`src/rtl/bcd_calc_pkg.sv`:
```
// Shared types, glyph constants and helpers for the sequential BCD calculator.
package bcd_calc_pkg;

   typedef enum logic [1:0] {
      OP_ADD = 2'd0,
      OP_SUB = 2'd1,
      OP_MUL = 2'd2,
      OP_DIV = 2'd3
   } op_e;

   typedef enum logic [1:0] {
      ERR_NONE  = 2'd0,
      ERR_DIGIT = 2'd1,
      ERR_DIV0  = 2'd2,
      ERR_OVF   = 2'd3
   } err_e;

   typedef enum logic [2:0] {
      S_IDLE,
      S_CHECK,
      S_CONV,
      S_EXEC,
      S_B2BCD,
      S_DONE
   } state_e;

   // Segment order {g,f,e,d,c,b,a}, active low
   localparam logic [6:0] SEG_BLANK = 7'b1111111;
   localparam logic [6:0] SEG_MINUS = 7'b0111111;
   localparam logic [6:0] SEG_E     = 7'b0000110;
   localparam logic [6:0] SEG_R     = 7'b0101111;

   function automatic logic [6:0] seg7_dec(input logic [3:0] d);
      case (d)
         4'h0:    seg7_dec = 7'b1000000;
         4'h1:    seg7_dec = 7'b1111001;
         4'h2:    seg7_dec = 7'b0100100;
         4'h3:    seg7_dec = 7'b0110000;
         4'h4:    seg7_dec = 7'b0011001;
         4'h5:    seg7_dec = 7'b0010010;
         4'h6:    seg7_dec = 7'b0000010;
         4'h7:    seg7_dec = 7'b1111000;
         4'h8:    seg7_dec = 7'b0000000;
         4'h9:    seg7_dec = 7'b0010000;
         4'hA:    seg7_dec = 7'b0001000;
         4'hB:    seg7_dec = 7'b0000011;
         4'hC:    seg7_dec = 7'b1000110;
         4'hD:    seg7_dec = 7'b0100001;
         4'hE:    seg7_dec = 7'b0000110;
         default: seg7_dec = 7'b0001110;
      endcase
   endfunction

   function automatic logic [63:0] pow10(input int n);
      pow10 = 64'd1;
      for (int i = 0; i < n; i++) pow10 = pow10 * 64'd10;
   endfunction

endpackage

```
`src/rtl/bcd_seq_calc_if.sv`:
```
// Request/result bundle between switch-capture logic and the BCD calculator.
interface bcd_seq_calc_if #(
   parameter int N_DIG   = 2,
   parameter int RES_DIG = 4
);
   logic                   start;
   logic [4*N_DIG-1:0]     op_a;
   logic [4*N_DIG-1:0]     op_b;
   logic [1:0]             opcode;
   logic                   busy;
   logic                   done;
   logic [1:0]             err;
   logic                   neg;
   logic [4*RES_DIG-1:0]   result_bcd;
   logic [7*RES_DIG-1:0]   hex_out;

   modport master (
      output start, op_a, op_b, opcode,
      input  busy, done, err, neg, result_bcd, hex_out
   );

   modport slave (
      input  start, op_a, op_b, opcode,
      output busy, done, err, neg, result_bcd, hex_out
   );
endinterface

```
`src/rtl/bcd_seq_b2bcd.sv`:
```
// Serial double-dabble converter: W-bit binary to DIG BCD digits in W cycles.
module bcd_seq_b2bcd #(
   parameter int W   = 14,
   parameter int DIG = 4
) (
   input  logic             clk,
   input  logic             rst_n,
   input  logic             i_start,
   input  logic [W-1:0]     i_bin,
   output logic             o_done,
   output logic [4*DIG-1:0] o_bcd
);
   localparam int CW = $clog2(W + 1);

   logic [W-1:0]     r_bin;
   logic [4*DIG-1:0] r_bcd;
   logic [4*DIG-1:0] w_adj;
   logic [CW-1:0]    r_cnt;
   logic             r_run;
   logic             w_last;

   always_comb begin
      w_adj = r_bcd;
      for (int k = 0; k < DIG; k++)
         if (r_bcd[4*k +: 4] >= 4'd5) w_adj[4*k +: 4] = r_bcd[4*k +: 4] + 4'd3;
   end

   assign w_last = r_run && (r_cnt == CW'(W - 1));

   always_ff @(posedge clk or negedge rst_n) begin
      if (!rst_n) begin
         r_bin <= '0;
         r_bcd <= '0;
         r_cnt <= '0;
         r_run <= 1'b0;
      end else if (i_start) begin
         r_bin <= i_bin;
         r_bcd <= '0;
         r_cnt <= '0;
         r_run <= 1'b1;
      end else if (r_run) begin
         r_bcd <= (w_adj << 1) | {{(4*DIG-1){1'b0}}, r_bin[W-1]};
         r_bin <= r_bin << 1;
         r_cnt <= r_cnt + 1'b1;
         if (w_last) r_run <= 1'b0;
      end
   end

   assign o_done = w_last;
   assign o_bcd  = r_bcd;
endmodule

```
`src/rtl/bcd_seq_calc.sv`:
```
// Sequential BCD add/sub/mul/div unit driving active-low 7-segment digits.
// Build option BCD_SEQ_CALC_LZB_EN blanks leading zeros of non-error results.
module bcd_seq_calc
   import bcd_calc_pkg::*;
#(
   parameter int N_DIG   = 2,
   parameter int RES_DIG = 4
) (
   input  logic          CLOCK_50,
   input  logic          RST_N,
   bcd_seq_calc_if.slave bus
);
   localparam int          OPW     = $clog2(10**N_DIG);
   localparam int          RW      = 2 * OPW;
   localparam int          CW      = $clog2(OPW + 1);
   localparam logic [63:0] LIM_POS = pow10(RES_DIG);
   localparam logic [63:0] LIM_NEG = pow10(RES_DIG - 1);

   state_e               r_state, w_next_state;
   op_e                  r_op;
   err_e                 r_err_int, r_err;
   logic [4*N_DIG-1:0]   r_a_bcd, r_b_bcd;
   logic [CW-1:0]        r_cnt;
   logic [RW-1:0]        r_acc_a, r_res, w_res_nxt;
   logic [OPW-1:0]       r_acc_b, r_rem, w_rem_nxt;
   logic [OPW:0]         w_rem_sh;
   logic                 r_neg_int, w_neg_nxt;
   logic                 w_bad_digit, w_div0, w_conv_last, w_exec_last, w_ovf;
   logic                 w_accept, w_b2_start, w_b2_done;
   logic [4*RES_DIG-1:0] w_bcd, r_result;
   logic [7*RES_DIG-1:0] w_hex, r_hex;
   logic                 r_busy, r_done, r_neg;
`ifdef BCD_SEQ_CALC_LZB_EN
   int                   w_msd;
`endif

   // NOTE: sequential state uses non-blocking <= so every register sees pre-edge values.
   always_ff @(posedge CLOCK_50 or negedge RST_N) begin
      if (!RST_N) r_state <= S_IDLE;
      else        r_state <= w_next_state;
   end

   // NOTE: every always_comb output gets a default first so no path infers a latch.
   always_comb begin
      w_next_state = r_state;
      unique case (r_state)
         S_IDLE:  if (bus.start) w_next_state = S_CHECK;
         S_CHECK: w_next_state = (w_bad_digit || w_div0) ? S_DONE : S_CONV;
         S_CONV:  if (w_conv_last) w_next_state = S_EXEC;
         S_EXEC:  if (w_exec_last) w_next_state = w_ovf ? S_DONE : S_B2BCD;
         S_B2BCD: if (w_b2_done) w_next_state = S_DONE;
         S_DONE:  w_next_state = S_IDLE;
         default: w_next_state = S_IDLE;
      endcase
   end

   always_comb begin
      w_accept   = (r_state == S_IDLE) && bus.start;
      w_b2_start = (r_state == S_EXEC) && w_exec_last && !w_ovf;
   end

   always_comb begin
      w_bad_digit = 1'b0;
      for (int k = 0; k < N_DIG; k++)
         if (r_a_bcd[4*k +: 4] > 4'd9 || r_b_bcd[4*k +: 4] > 4'd9) w_bad_digit = 1'b1;
   end

   assign w_div0      = (r_op == OP_DIV) && (r_b_bcd == '0);
   assign w_conv_last = (r_cnt == CW'(N_DIG - 1));
   assign w_exec_last = (r_op == OP_ADD) || (r_op == OP_SUB) || (r_cnt == CW'(OPW - 1));
   assign w_ovf       = w_neg_nxt ? (64'(w_res_nxt) >= LIM_NEG) : (64'(w_res_nxt) >= LIM_POS);

   // One EXEC step; mul and div walk through OPW of these.
   always_comb begin
      w_res_nxt = r_res;
      w_neg_nxt = 1'b0;
      w_rem_sh  = {r_rem, r_acc_a[OPW-1]};
      w_rem_nxt = r_rem;
      unique case (r_op)
         OP_ADD: w_res_nxt = r_acc_a + RW'(r_acc_b);
         OP_SUB: begin
            if (r_acc_a >= RW'(r_acc_b)) begin
               w_res_nxt = r_acc_a - RW'(r_acc_b);
            end else begin
               w_res_nxt = RW'(r_acc_b) - r_acc_a;
               w_neg_nxt = 1'b1;
            end
         end
         OP_MUL: if (r_acc_b[0]) w_res_nxt = r_res + r_acc_a;
         OP_DIV: begin
            if (w_rem_sh >= {1'b0, r_acc_b}) begin
               w_rem_nxt = OPW'(w_rem_sh - {1'b0, r_acc_b});
               w_res_nxt = (r_res << 1) | RW'(1);
            end else begin
               w_rem_nxt = w_rem_sh[OPW-1:0];
               w_res_nxt = r_res << 1;
            end
         end
      endcase
   end

   // NOTE: datapath registers are reset too, so an abandoned operation leaves no residue.
   always_ff @(posedge CLOCK_50 or negedge RST_N) begin
      if (!RST_N) begin
         r_op      <= OP_ADD;
         r_a_bcd   <= '0;
         r_b_bcd   <= '0;
         r_cnt     <= '0;
         r_acc_a   <= '0;
         r_acc_b   <= '0;
         r_rem     <= '0;
         r_res     <= '0;
         r_neg_int <= 1'b0;
         r_err_int <= ERR_NONE;
      end else begin
         unique case (r_state)
            S_IDLE: if (w_accept) begin
               r_a_bcd <= bus.op_a;
               r_b_bcd <= bus.op_b;
               r_op    <= op_e'(bus.opcode);
            end
            S_CHECK: begin
               r_cnt     <= '0;
               r_acc_a   <= '0;
               r_acc_b   <= '0;
               r_rem     <= '0;
               r_res     <= '0;
               r_neg_int <= 1'b0;
               r_err_int <= w_bad_digit ? ERR_DIGIT : (w_div0 ? ERR_DIV0 : ERR_NONE);
            end
            S_CONV: begin
               r_acc_a <= r_acc_a * RW'(10) + RW'(r_a_bcd[4*N_DIG-1 -: 4]);
               r_acc_b <= r_acc_b * OPW'(10) + OPW'(r_b_bcd[4*N_DIG-1 -: 4]);
               r_a_bcd <= r_a_bcd << 4;
               r_b_bcd <= r_b_bcd << 4;
               r_cnt   <= w_conv_last ? '0 : r_cnt + 1'b1;
            end
            S_EXEC: begin
               r_res     <= w_res_nxt;
               r_neg_int <= w_neg_nxt;
               r_rem     <= w_rem_nxt;
               r_acc_a   <= r_acc_a << 1;
               if (r_op == OP_MUL) r_acc_b <= r_acc_b >> 1;
               r_cnt     <= r_cnt + 1'b1;
               if (w_exec_last && w_ovf) r_err_int <= ERR_OVF;
            end
            default: ;
         endcase
      end
   end

   bcd_seq_b2bcd #(.W(RW), .DIG(RES_DIG)) u_b2bcd (
      .clk     (CLOCK_50),
      .rst_n   (RST_N),
      .i_start (w_b2_start),
      .i_bin   (w_res_nxt),
      .o_done  (w_b2_done),
      .o_bcd   (w_bcd)
   );

   always_comb begin
      w_hex = '1;
`ifdef BCD_SEQ_CALC_LZB_EN
      w_msd = 0;
`endif
      if (r_err_int != ERR_NONE) begin
         w_hex[6:0]   = SEG_R;
         w_hex[13:7]  = SEG_R;
         w_hex[20:14] = SEG_E;
         w_hex[27:21] = seg7_dec({2'b00, r_err_int});
      end else begin
         for (int k = 0; k < RES_DIG; k++) w_hex[7*k +: 7] = seg7_dec(w_bcd[4*k +: 4]);
`ifdef BCD_SEQ_CALC_LZB_EN
         for (int k = 1; k < RES_DIG; k++)
            if (w_bcd[4*k +: 4] != 4'd0) w_msd = k;
         for (int k = 1; k < RES_DIG; k++) begin
            if (k > w_msd) w_hex[7*k +: 7] = SEG_BLANK;
            if (r_neg_int && k == w_msd + 1) w_hex[7*k +: 7] = SEG_MINUS;
         end
`else
         if (r_neg_int) w_hex[7*(RES_DIG-1) +: 7] = SEG_MINUS;
`endif
      end
   end

   always_ff @(posedge CLOCK_50 or negedge RST_N) begin
      if (!RST_N) begin
         r_busy   <= 1'b0;
         r_done   <= 1'b0;
         r_err    <= ERR_NONE;
         r_neg    <= 1'b0;
         r_result <= '0;
         r_hex    <= '1;
      end else begin
         r_done <= 1'b0;
         if (w_accept) r_busy <= 1'b1;
         if (r_state == S_DONE) begin
            r_busy   <= 1'b0;
            r_done   <= 1'b1;
            r_err    <= r_err_int;
            r_neg    <= (r_err_int == ERR_NONE) && r_neg_int;
            r_result <= (r_err_int == ERR_NONE) ? w_bcd : '0;
            r_hex    <= w_hex;
         end
      end
   end

   assign bus.busy       = r_busy;
   assign bus.done       = r_done;
   assign bus.err        = r_err;
   assign bus.neg        = r_neg;
   assign bus.result_bcd = r_result;
   assign bus.hex_out    = r_hex;
endmodule

```
`src/flat_wrapper.sv`:
```
// flat-port wrapper written by rule: the top's interface ports become plain ports
module bcd_seq_calc_flat import bcd_calc_pkg::*;
#(
   parameter int N_DIG   = 2,
   parameter int RES_DIG = 4
)
  (CLOCK_50, RST_N, bus_start, bus_op_a, bus_op_b, bus_opcode, bus_busy, bus_done, bus_err, bus_neg, bus_result_bcd, bus_hex_out);
  bcd_seq_calc_if #(.N_DIG(N_DIG), .RES_DIG(RES_DIG)) bus_i ();
  input  logic CLOCK_50;
  input  logic RST_N;
  input wire logic [$bits(bus_i.start)-1:0] bus_start;
  input wire logic [$bits(bus_i.op_a)-1:0] bus_op_a;
  input wire logic [$bits(bus_i.op_b)-1:0] bus_op_b;
  input wire logic [$bits(bus_i.opcode)-1:0] bus_opcode;
  output wire logic [$bits(bus_i.busy)-1:0] bus_busy;
  output wire logic [$bits(bus_i.done)-1:0] bus_done;
  output wire logic [$bits(bus_i.err)-1:0] bus_err;
  output wire logic [$bits(bus_i.neg)-1:0] bus_neg;
  output wire logic [$bits(bus_i.result_bcd)-1:0] bus_result_bcd;
  output wire logic [$bits(bus_i.hex_out)-1:0] bus_hex_out;
  assign bus_i.start = bus_start;
  assign bus_i.op_a = bus_op_a;
  assign bus_i.op_b = bus_op_b;
  assign bus_i.opcode = bus_opcode;
  assign bus_busy = bus_i.busy;
  assign bus_done = bus_i.done;
  assign bus_err = bus_i.err;
  assign bus_neg = bus_i.neg;
  assign bus_result_bcd = bus_i.result_bcd;
  assign bus_hex_out = bus_i.hex_out;
  bcd_seq_calc #(.N_DIG(N_DIG), .RES_DIG(RES_DIG)) u_core (.CLOCK_50(CLOCK_50), .RST_N(RST_N), .bus(bus_i));
endmodule
```
`config.mk`:
```
export PLATFORM = sky130hd
export DESIGN_NAME = bcd_seq_calc_flat
export DESIGN_NICKNAME = d
export VERILOG_FILES = /design/src/rtl/bcd_calc_pkg.sv /design/src/rtl/bcd_seq_calc_if.sv /design/src/rtl/bcd_seq_b2bcd.sv /design/src/rtl/bcd_seq_calc.sv /design/src/flat_wrapper.sv
export SDC_FILE = /design/constraint.sdc
export NUM_CORES = 1
export LEC_CHECK = 0
export CAP_MARGIN = 20
export CORE_UTILIZATION = 60
export CTS_CLUSTER_DIAMETER = 150
export DETAILED_ROUTE_END_ITERATION = 8
export GPL_ROUTABILITY_DRIVEN = 0
export PLACE_DENSITY = 0.8
export SLEW_MARGIN = 5
export SYNTH_ARGS = -nofsm -noshare
export SYNTH_HDL_FRONTEND = slang
export SYNTH_SLANG_ARGS = --single-unit
```
`constraint.sdc`:
```
create_clock -name CLOCK_50 -period 6.4 [get_ports CLOCK_50]
set_clock_uncertainty 0.15 [all_clocks]
set_input_delay 0.64 -clock CLOCK_50 [delete_from_list [all_inputs] [get_ports CLOCK_50]]
set_output_delay 0.64 -clock CLOCK_50 [all_outputs]
set_load 0.005 [all_outputs]
```
* After elaboration in Yosys (flattened, before gate mapping)
Memories as Yosys holds them, arrays and structs flattened.
Cells that the tools add are included.
** Operators by class
- Equality and inequality tests :: 22
- Divide/modulo/power cells :: 0
- Bitwise gates (word level) :: 1
- Add/subtract/negate cells :: 13
- $mul :: 2
- Order comparisons :: 12
- Reduce and logical (&&, ||, !) cells :: 29
- Shifts and indexed selects :: 0
- Mux-type cells :: 54
** Operator list (count)
- $mux 14 :: 4
- $pmux 14 s4 :: 1
- $mux 16 :: 3
- $pmux 14 s3 :: 1
- $pmux 8 s2 :: 2
- $mux 28 :: 1
- $mux 7 :: 4
- $pmux 14 s2 :: 1
- $pmux 7 s4 :: 1
- $mux 3 :: 7
- $pmux 7 s3 :: 1
- $mux 4 :: 5
- $ge 4x3->1 const B :: 4
- $gt 4x4->1 const B :: 4
- $mux 8 :: 2
- $or 16x1->16 :: 1
- $pmux 3 s5 :: 1
- $add 14x14->14 :: 1
- $add 14x4->14 :: 1
- $add 14x7->14 :: 1
- $ge 14x10->1 const B :: 1
- $ge 14x14->1 const B :: 1
- $ge 14x7->1 :: 1
- $mul 14x3->13 const B :: 1
- 34 further kinds :: 83
** Storage, ports and cells
- ROM bits :: 448
- Bits in registers :: 153
- Latch bits :: 0
- Output and inout bits :: 49
- Bits of input ports :: 21
- Memory bits (writable) :: 0
- Memories kept :: 4
** Memories
- (no name shown) :: words 16, bits a word 7, read ports 1, clocked after memory_dff 0, wr ports 0, RTL line bcd_calc_pkg.sv:34 : case (d)
- (no name shown) :: words 16, bits a word 7, read ports 1, clocked after memory_dff 0, wr ports 0, RTL line bcd_calc_pkg.sv:34
- (no name shown) :: words 16, bits a word 7, read ports 1, clocked after memory_dff 0, wr ports 0, RTL line bcd_calc_pkg.sv:34
- (no name shown) :: words 16, bits a word 7, read ports 1, clocked after memory_dff 0, wr ports 0, RTL line bcd_calc_pkg.sv:34

* Depth between registers and ports, before layout
Gate-level depths: netlist of run 1.
- Depth in word-level cells :: 8
- Gate-level depth with buffers :: 16

* Hierarchy
From an unflattened synthesis of run 1, not the netlist that was laid out.
** Unflattened totals
- Cells, all modules :: 1335
- Area total of the unflattened synthesis :: 11479.8 um2
** By module, submodules not included
- bcd_seq_calc :: instances 1, area an instance 9609.2 um2, cells an instance 1140, seq. area each 2987.9 um2
- bcd_seq_b2bcd :: instances 1, area an instance 1870.5 um2, cells an instance 195, seq. area each 875.8 um2

* Least setup slack after synthesis of run 1
No wires, ideal clock.
- Path kind :: register to register
- From :: reg u_core.r_acc_a[6]
- To :: reg u_core.u_b2bcd.r_bin[1]
- Setup time :: 148 ps
- Arrival :: 3632 ps
- Buffers on the path :: 1
- Stages on the path, launching flop included :: 13
- Setup slack :: 2470 ps
- Data required time :: 6102 ps
- Cell sequence :: dfrtp_1 -> ha_1 -> inv_2 -> or4_4 -> o211a_1 -> or3_1 -> o311a_1 -> or3_4 -> a211oi_4 -> o211ai_4 -> nand2_1 -> buf_4 -> a22oi_1
** Between the ends
- Word-level cells in the longest chain between the ends :: 8
** Ends and longest elaborated chain
- start: declaration :: RTL line bcd_seq_calc.sv:24 : logic [RW-1:0] r_acc_a, r_res, w_res_nxt;
- start signal: assignment :: RTL line bcd_seq_calc.sv:132 : r_acc_a <= r_acc_a * RW'(10) + RW'(r_a_bcd[4*N_DIG-1 -: 4]);
- start signal: assignment :: RTL line bcd_seq_calc.sv:142 : r_acc_a <= r_acc_a << 1;
- $add 14x14->14, or another cell as far along :: RTL line bcd_seq_calc.sv:89 : OP_MUL: if (r_acc_b[0]) w_res_nxt = r_res + r_acc_a;
- $mux 14, or another cell as far along :: RTL line bcd_seq_calc.sv:89
- $pmux 14 s4 :: RTL line bcd_seq_calc.sv:79 : unique case (r_op)
- $ge 14x14->1 / $ge 14x10->1 (equally long branches) :: RTL line bcd_seq_calc.sv:71 : assign w_ovf = w_neg_nxt ? (64'(w_res_nxt) >= LIM_NEG) : (64'(w_res_nxt) >= LIM_POS);
- $mux 1 :: RTL line bcd_seq_calc.sv:71
- $logic_not 1->1 :: RTL line bcd_seq_calc.sv:59 : w_b2_start = (r_state == S_EXEC) && w_exec_last && !w_ovf;
- $logic_and 1x1->1 :: RTL line bcd_seq_calc.sv:59
- $mux 14 / $reduce_bool 2->1 (equally long branches)
- end signal: assignment :: RTL line bcd_seq_b2bcd.sv:37 : r_bin <= i_bin;
- end signal: assignment :: RTL line bcd_seq_b2bcd.sv:43 : r_bin <= r_bin << 1;
- end: declaration :: RTL line bcd_seq_b2bcd.sv:15 : logic [W-1:0] r_bin;
Several ways; a longest one is shown, not always the timed one.
A chain may end at the register's enable or synchronous reset.

* Final worst setup path of run 1
- From :: reg u_core.r_acc_b[0]
- To :: reg u_core.u_b2bcd.r_bin[3]
** Between the ends
- Word-level cells in the longest chain between the ends :: 8
** Ends and longest elaborated chain
- start: declaration :: RTL line bcd_seq_calc.sv:25 : logic [OPW-1:0] r_acc_b, r_rem, w_rem_nxt;
- start signal: assignment :: RTL line bcd_seq_calc.sv:133 : r_acc_b <= r_acc_b * OPW'(10) + OPW'(r_b_bcd[4*N_DIG-1 -: 4]);
- start signal: assignment :: RTL line bcd_seq_calc.sv:143 : if (r_op == OP_MUL) r_acc_b <= r_acc_b >> 1;
- $sub 7x14->14, or another cell as far along :: RTL line bcd_seq_calc.sv:85 : w_res_nxt = RW'(r_acc_b) - r_acc_a;
- $mux 14 / $mux 1 (equally long branches) :: RTL line bcd_seq_calc.sv:82, bcd_seq_calc.sv:91
- $pmux 14 s4 :: RTL line bcd_seq_calc.sv:79
- $ge 14x14->1 / $ge 14x10->1 (equally long branches) :: RTL line bcd_seq_calc.sv:71
- $mux 1 :: RTL line bcd_seq_calc.sv:71
- $logic_not 1->1 :: RTL line bcd_seq_calc.sv:59
- $logic_and 1x1->1 :: RTL line bcd_seq_calc.sv:59
- $mux 14 / $reduce_bool 2->1 (equally long branches)
Several ways; a longest one is shown, not always the timed one.

==> impl_metrics.toml, run 1 <==
[sta]
slew_headroom = 0.3185
final-setup-viol-count = 0
fmax_mhz = 198.3
final.setup.tns_ps = 0
hold_violations = 0
post-route-min-period_ps = 5044
timing_worst_slew_pin_value_ps = 1018
slew_viol_final = 0
final_hold_slack_ps = 181.1
min_period_over_period = 0.7881
rsz0062_at_grt = "no"

[yosys]
proportion_of_synthesized_area_in_mux_cells = 0.03408
synth_compound_area_frac = 0.2341
synth_top_family_by_area = "compound AO/OA/AOI/OAI gates"
synth_xor_xnor_area_share = 0.04631
synth_edf_count = 0
post_synth_and_or_nand_nor_area_fraction = 0.1792
post_synth.cell_area_avg_um2 = 8.466
synth.top_cell.area_share = 0.2731
synth.cells.most_frequent = "sky130_fd_sc_hd__nand2_1 (177), sky130_fd_sc_hd__dfrtp_1 (125), sky130_fd_sc_hd__nor2_1 (112), sky130_fd_sc_hd__o21ai_0 (111), sky130_fd_sc_hd__a21oi_1 (102)"
main_flop_type_after_synthesis = "sky130_fd_sc_hd__dfrtp_1"
yosys_warnings = 0
synthTopCellsByArea = "sky130_fd_sc_hd__dfrtp_1 (27%), sky130_fd_sc_hd__ha_1 (11%), sky130_fd_sc_hd__dfstp_2 (6.4%)"
post_synth_fa_ha_maj_area_fraction = 0.1228
post-synth-top-count-cell = "sky130_fd_sc_hd__nand2_1"
postSynthNetCount = 1481
synth_top_cell_by_area = "sky130_fd_sc_hd__dfrtp_1"
synth_sequential_area_ratio = 0.3373
post_synth_instance_area_um2 = 11450
synth_seq_cells = 153
number_of_standard_cells_after_synthesis = 1353
netlist-cell-type-count = 77
async_flop_share = 1.000

[drt]
wl_per_cell_um = 18.17
dr_total_vias = 10277
via_per_inst = 6.356
drtPass1Iterations = 8
postRouteWirelength_um = 29380
drt-initial-drc-count = 921
detail-route-antenna-nets = 0
drc = 0

[setup_path]
worstSetupStartpoint = "u_core.r_acc_b[0]"
crit_path_dat_ps = 5220
rr_startpoint = "u_core.r_acc_b[0]"
r2r_end = "u_core.u_b2bcd.r_bin[3]"
critical_path.max_fanout = 24
setup.reg_to_reg.worst_slack_ps = 1360
critical_path_class = "reg2reg"
worstRegToRegCells = 13
crit_path_end_kind = "flip-flop"
start_kind = "flip-flop"
crit_required_ps = 6580

[global_route]
grt.met3_usage = 0.05949
groute.layer.met1.usage = 0.4327
number_of_antenna_violations_at_the_first_check_in_global_routing = 0
grtUsageMet2 = 0.4774
busiest_layer = "met2"
gr-total-overflow = 0
first_global_vias = 9657
grt_first_pass_wirelength_um = 48960
grt_max_degree = 99
grt_usage = 0.3092

[pwr]
totalPowerFinal_w = 0.005847
p_leak_nw = 5.707
irDropWorstVdd_mv = 0.2620
cellPowerDensity_nw_per_um2 = 456.1

[floorplan]
io_pins = 70
floorplan.die.width_um = 140.2
start_util = 0.6124
die_area_um2 = 19650
core_region_area_um2 = 18710
fp.dieH_um = 140.2
core.rowCount = 50

[finish]
post_route_cells_drive_above_1_share = 0.06725
final_nets = 1498
insertedDiodeCount = 0
area_growth_pct = 11.91
multi_input_comb_area_um2 = 7073
ff_latch_area_um2 = 3864
fillCellCount = 1499

[run_status]
outcome = "finished clean"

[hold_path]
holdCritPathClass = "in2async"

[clock_network]
clock_sink_count = 153
cts.clk_slew.worst_paths_ps = 70
clock_tree_from_tritoncts = "done"
cts_root_buffer = "sky130_fd_sc_hd__clkbuf_16"
insertion_delay_ps = 430
total_cts_buffers = 17
post_cts_hold_buffer_count = 0
htree_levels = 4
cts_max_path_buffers = 2
cts_setup_buffers = 0
cts.repair.resized = 0

[placed_design]
buffer_ports.inserted = 69
detailed_place_hpwl_um = 20770

[run]
maxCapViolCount = 0
[layer usage]
layer / up-vias / part of all wire
met5: - / 0
met4: 0 / 0.028
met3: 80 / 0.070
met2: 406 / 0.45
met1: 4935 / 0.45
li1: 4856 / -
[final cells by class]
cell class              count  share of cell area
multi-input cells        1061              0.5518
clock buffers              18             0.03348
repair buffers             77             0.05866
clock inverters            14             0.01425
inverters                  60             0.01757
flip-flops and latches    153              0.3014
well taps                 234             0.02284
[layout by cell type (no fill, tap or decap), types with 30 or more instances in the layout]
cell type,count
sky130_fd_sc_hd__a21oi_1,102
sky130_fd_sc_hd__clkdlybuf4s50_1,68
sky130_fd_sc_hd__dfrtp_1,125
sky130_fd_sc_hd__ha_1,98
sky130_fd_sc_hd__inv_1,58
sky130_fd_sc_hd__mux2i_1,30
sky130_fd_sc_hd__nand2_1,177
sky130_fd_sc_hd__nor2_1,112
sky130_fd_sc_hd__o21ai_0,111
sky130_fd_sc_hd__xnor2_1,40
[report_power, final]
part / total [W] / switching (W) / internal, W
clock network: 0.00105 / 0.000455 / 0.000591
logic: 0.00303 / 0.00174 / 0.00129
registers: 0.00177 / 0.000439 / 0.00133
total: 0.00585 / 0.00263 / 0.00322
[registers in the layout, summed over array words and instances (netlist names), 8 cells and up]
register / cells
u_core.r_b_bcd: 8
u_core.bus.hex_out: 28
u_core.r_res: 14
u_core.u_b2bcd.r_bin: 14
u_core.r_a_bcd: 8
u_core.bus.result_bcd: 16
u_core.u_b2bcd.o_bcd: 16
u_core.r_acc_a: 14
[kinds of logic after synthesis]
family	Yosys count
simple gates	443
compound gates	415
buf+inv	139
mux	37
fa+ha+maj	107
flops	153
xor+xnor	59
[worst max-delay path, stage by stage, from the launching register on]
cell	delay (ps)
sky130_fd_sc_hd__dfrtp_1	890
sky130_fd_sc_hd__ha_1	280
sky130_fd_sc_hd__inv_1	60
sky130_fd_sc_hd__fa_1	380
sky130_fd_sc_hd__a21o_1	200
sky130_fd_sc_hd__a221oi_1	490
sky130_fd_sc_hd__a21oi_1	90
sky130_fd_sc_hd__a31oi_1	240
sky130_fd_sc_hd__mux2i_1	120
sky130_fd_sc_hd__a211oi_1	460
sky130_fd_sc_hd__nand3b_1	210
sky130_fd_sc_hd__o211ai_4	580
sky130_fd_sc_hd__nand2_1	450
sky130_fd_sc_hd__o211a_1	330
[how the worst max path moves through the flow]
| stage | endpoint | slack (ps) | cells past startpoint |
|---|---|---|---|
| finish | u_core.u_b2bcd.r_bin[3] | 1360 | 13 |
| floorplan | u_core.u_b2bcd.r_bin[1] | 2470 | 12 |
| detailed placement | u_core.u_b2bcd.r_bin[0] | 1530 | 11 |
| global route | u_core.u_b2bcd.r_bin[6] | 930 | 13 |
| CTS | u_core.u_b2bcd.r_bin[0] | 1500 | 11 |
| global placement | u_core.u_b2bcd.r_bin[3] | 1660 | 13 |
[stage by stage]
stage / util / instance area (um^2) / instances / setup slack (ps)
global route: 0.6853 / 12820 / 1617 / 927.9
CTS: 0.6853 / 12820 / 1617 / 1496
finish: 0.6853 / 12820 / 1617 / 1356
detailed placement: 0.6526 / 12210 / 1585 / 1526
floorplan: - / 11450 / 1353 / 2470
global placement: 0.6526 / 12210 / 1585 / 1656
Power figures use the tool's default switching activity.
==> run 2: changes to the inputs <==
--- a/config.mk
+++ b/config.mk
@@ -6,11 +6,11 @@
 export NUM_CORES = 1
 export LEC_CHECK = 0
 export CAP_MARGIN = 20
-export CORE_UTILIZATION = 60
+export CORE_UTILIZATION = 55
 export CTS_CLUSTER_DIAMETER = 150
 export DETAILED_ROUTE_END_ITERATION = 8
 export GPL_ROUTABILITY_DRIVEN = 0
-export PLACE_DENSITY = 0.8
+export PLACE_DENSITY = 0.78
 export SLEW_MARGIN = 5
 export SYNTH_ARGS = -nofsm -noshare
 export SYNTH_HDL_FRONTEND = slang
==> constraint.sdc (replaced) <==
create_clock -name CLOCK_50 -period 4.3 [get_ports CLOCK_50]
set_clock_uncertainty 0.15 [all_clocks]
set_input_delay 0.43 -clock CLOCK_50 [delete_from_list [all_inputs] [get_ports CLOCK_50]]
set_output_delay 0.43 -clock CLOCK_50 [all_outputs]
set_load 0.005 [all_outputs]
==> run 2 against run 1 <==
Critical path depth shrank 1. Non-clock buffer count increased by 34. Total power increased by 52%. Worst setup slack got worse by 1200 ps. Sequential power up 46%. Via count grew 1.4%. Sequential share of layout area fell by 0.81 points. Utilization is 3.6 points lower. Flip-flop and latch count is the same. Largest cell class unchanged.
==> impl_metrics.toml, run 2 (synthesis results as in run 1) <==
[global_route]
number_of_antenna_violations_at_the_first_check_in_global_routing = 0
grt_first_pass_wirelength_um = 50260
grt_usage = 0.2920
grt_max_degree = 112
gr-total-overflow = 0
first_global_vias = 9772

[setup_path]
critical_path.max_fanout = 19
worstRegToRegCells = 12
critical_path_class = "reg2reg"
r2r_end = "u_core.u_b2bcd.o_bcd[6]"
rr_startpoint = "u_core.r_acc_b[4]"
worst_setup_path_endpoint = "u_core.u_b2bcd.o_bcd[6]"
start_kind = "flip-flop"
crit_path_end_kind = "flip-flop"
crit_required_ps = 4500
setup.reg_to_reg.worst_slack_ps = 120
worstSetupStartpoint = "u_core.r_acc_b[4]"
crit_path_dat_ps = 4380

[finish]
layout_commonest_cell = "sky130_fd_sc_hd__nand2_1"
final_cell_mix = "sky130_fd_sc_hd__nand2_1 (176), sky130_fd_sc_hd__dfrtp_1 (125), sky130_fd_sc_hd__nor2_1 (112)"
area_growth_pct = 15.01
fillCellCount = 1703
final_nets = 1532
post_route_cells_drive_above_1_share = 0.09245
insertedDiodeCount = 0
largest_register_ff_count = 28

[drt]
detail-route-antenna-nets = 0
drtPass1Iterations = 8
postRouteWirelength_um = 30610
via_per_inst = 6.175
wl_per_cell_um = 18.15
drc = 0
dr_total_vias = 10417
drt-initial-drc-count = 1055

[sta]
post-route-min-period_ps = 4181
fmax_mhz = 239.2
min_period_over_period = 0.9722
final.setup.tns_ps = 0
timing_worst_slew_pin_value_ps = 823.8
slew_viol_final = 0
rsz0062_at_grt = "no"
slew_headroom = 0.4497
hold_violations = 0
final-setup-viol-count = 0
final_critical_path_setup_slack_ps = 119.4

[floorplan]
core_region_area_um2 = 20300
die_area_um2 = 21410
fp.dieH_um = 146.3
io_pins = 70
core.rowCount = 52
floorplan.die.width_um = 146.3
start_util = 0.5643

[clock_network]
htree_levels = 4
cts.clk_slew.worst_paths_ps = 70
clock_tree_from_tritoncts = "done"
clock_sink_count = 153
cts_setup_buffers = 0
cts_root_buffer = "sky130_fd_sc_hd__clkbuf_16"
total_cts_buffers = 17
insertion_delay_ps = 430
cts_max_path_buffers = 2

[placed_design]
buffer_ports.inserted = 69
detailed_place_hpwl_um = 21950
post-place-ws_ps = 44.45

[hold_path]
holdCritPathClass = "in2async"

[pwr]
irDropWorstVdd_mv = 0.4066
cellPowerDensity_nw_per_um2 = 672.7
p_leak_nw = 5.894

[run_status]
outcome = "finished clean"

[run]
maxCapViolCount = 0
-- run 2: cell types whose count changed in the layout (fill, tap and decap cells not counted), sizes merged --
cell	change
buf	+33
bufinv	+1
clkinv	-1
dlygate4sd3	+1
-- run 2: cell type report --
class / count / area [um^2] / area share
multi-input combinational: 1061 / 7098 / 0.5388
sequential: 153 / 3864 / 0.2933
timing repair buffer: 111 / 1030 / 0.07817
clock buffer: 18 / 429.2 / 0.03258
tap: 270 / 337.8 / 0.02564
inverter: 60 / 225.2 / 0.01710
clock inverter: 14 / 190.2 / 0.01444
-- run 2: repair_timing --
item,CTS,global route
pin swaps,0,1
endpoints found under the hold margin,0,14
endpoints found under the setup margin,1,37
hold buffers,0,1
gates resized for setup,1,6
-- run 2: report_power, final --
| group | internal (W) | switching (W) | leakage (nW) | total (W) |
|---|---|---|---|---|
| registers | 0.00199 | 0.000595 | 1.92 | 0.00258 |
| logic | 0.00200 | 0.00269 | 3.67 | 0.00469 |
| clock network | 0.000930 | 0.000656 | 0.297 | 0.00159 |
| total | 0.00492 | 0.00394 | 5.89 | 0.00886 |
-- run 2: how the worst min path moves through the flow --
stage	from	to	slack, ps	cells past startpoint
final	RST_N	u_core.r_acc_b[2]	260	2
after global routing	RST_N	u_core.r_acc_b[2]	260	2
after CTS	RST_N	u_core.r_acc_b[2]	40	1
after detailed placement	u_core.bus.hex_out[16]	u_core.bus.hex_out[16]	300	2
after global placement	u_core.bus.hex_out[16]	u_core.bus.hex_out[16]	290	2
after floorplan	RST_N	u_core.bus.busy	-20	0
-- run 2: metrics by stage --
step | hold slack [ps] | instance area, um^2 | utilization | std cells | total power (W)
after CTS | 36.80 | 13110 | 0.6460 | 1685 | 0.008789
final | 257.0 | 13170 | 0.6490 | 1687 | 0.008863
after floorplan | -15.59 | 11450 | - | 1353 | 0.005750
after global routing | 260.1 | 13170 | 0.6490 | 1687 | 0.009524
after global placement | 294.4 | 12490 | 0.6154 | 1653 | 0.007040
after detailed placement | 296.5 | 12490 | 0.6154 | 1653 | 0.007138
-- run 2: metal layers --
metal,routed length [um],track usage
met1,13650,0.4086
met2,13700,0.4490
met3,2336,0.05563
met4,917,0.1089
met5,0,0
-- run 2: critical path, cell delays in order (launching register included) --
cell	delay, ps
sky130_fd_sc_hd__dfrtp_1	460
sky130_fd_sc_hd__inv_1	100
sky130_fd_sc_hd__ha_2	440
sky130_fd_sc_hd__and4b_1	300
sky130_fd_sc_hd__nand3_1	190
sky130_fd_sc_hd__o211a_1	270
sky130_fd_sc_hd__or3_1	440
sky130_fd_sc_hd__o311a_1	310
sky130_fd_sc_hd__or3_4	390
sky130_fd_sc_hd__a211oi_4	410
sky130_fd_sc_hd__o211ai_4	190
sky130_fd_sc_hd__buf_4	260
sky130_fd_sc_hd__a21oi_1	190
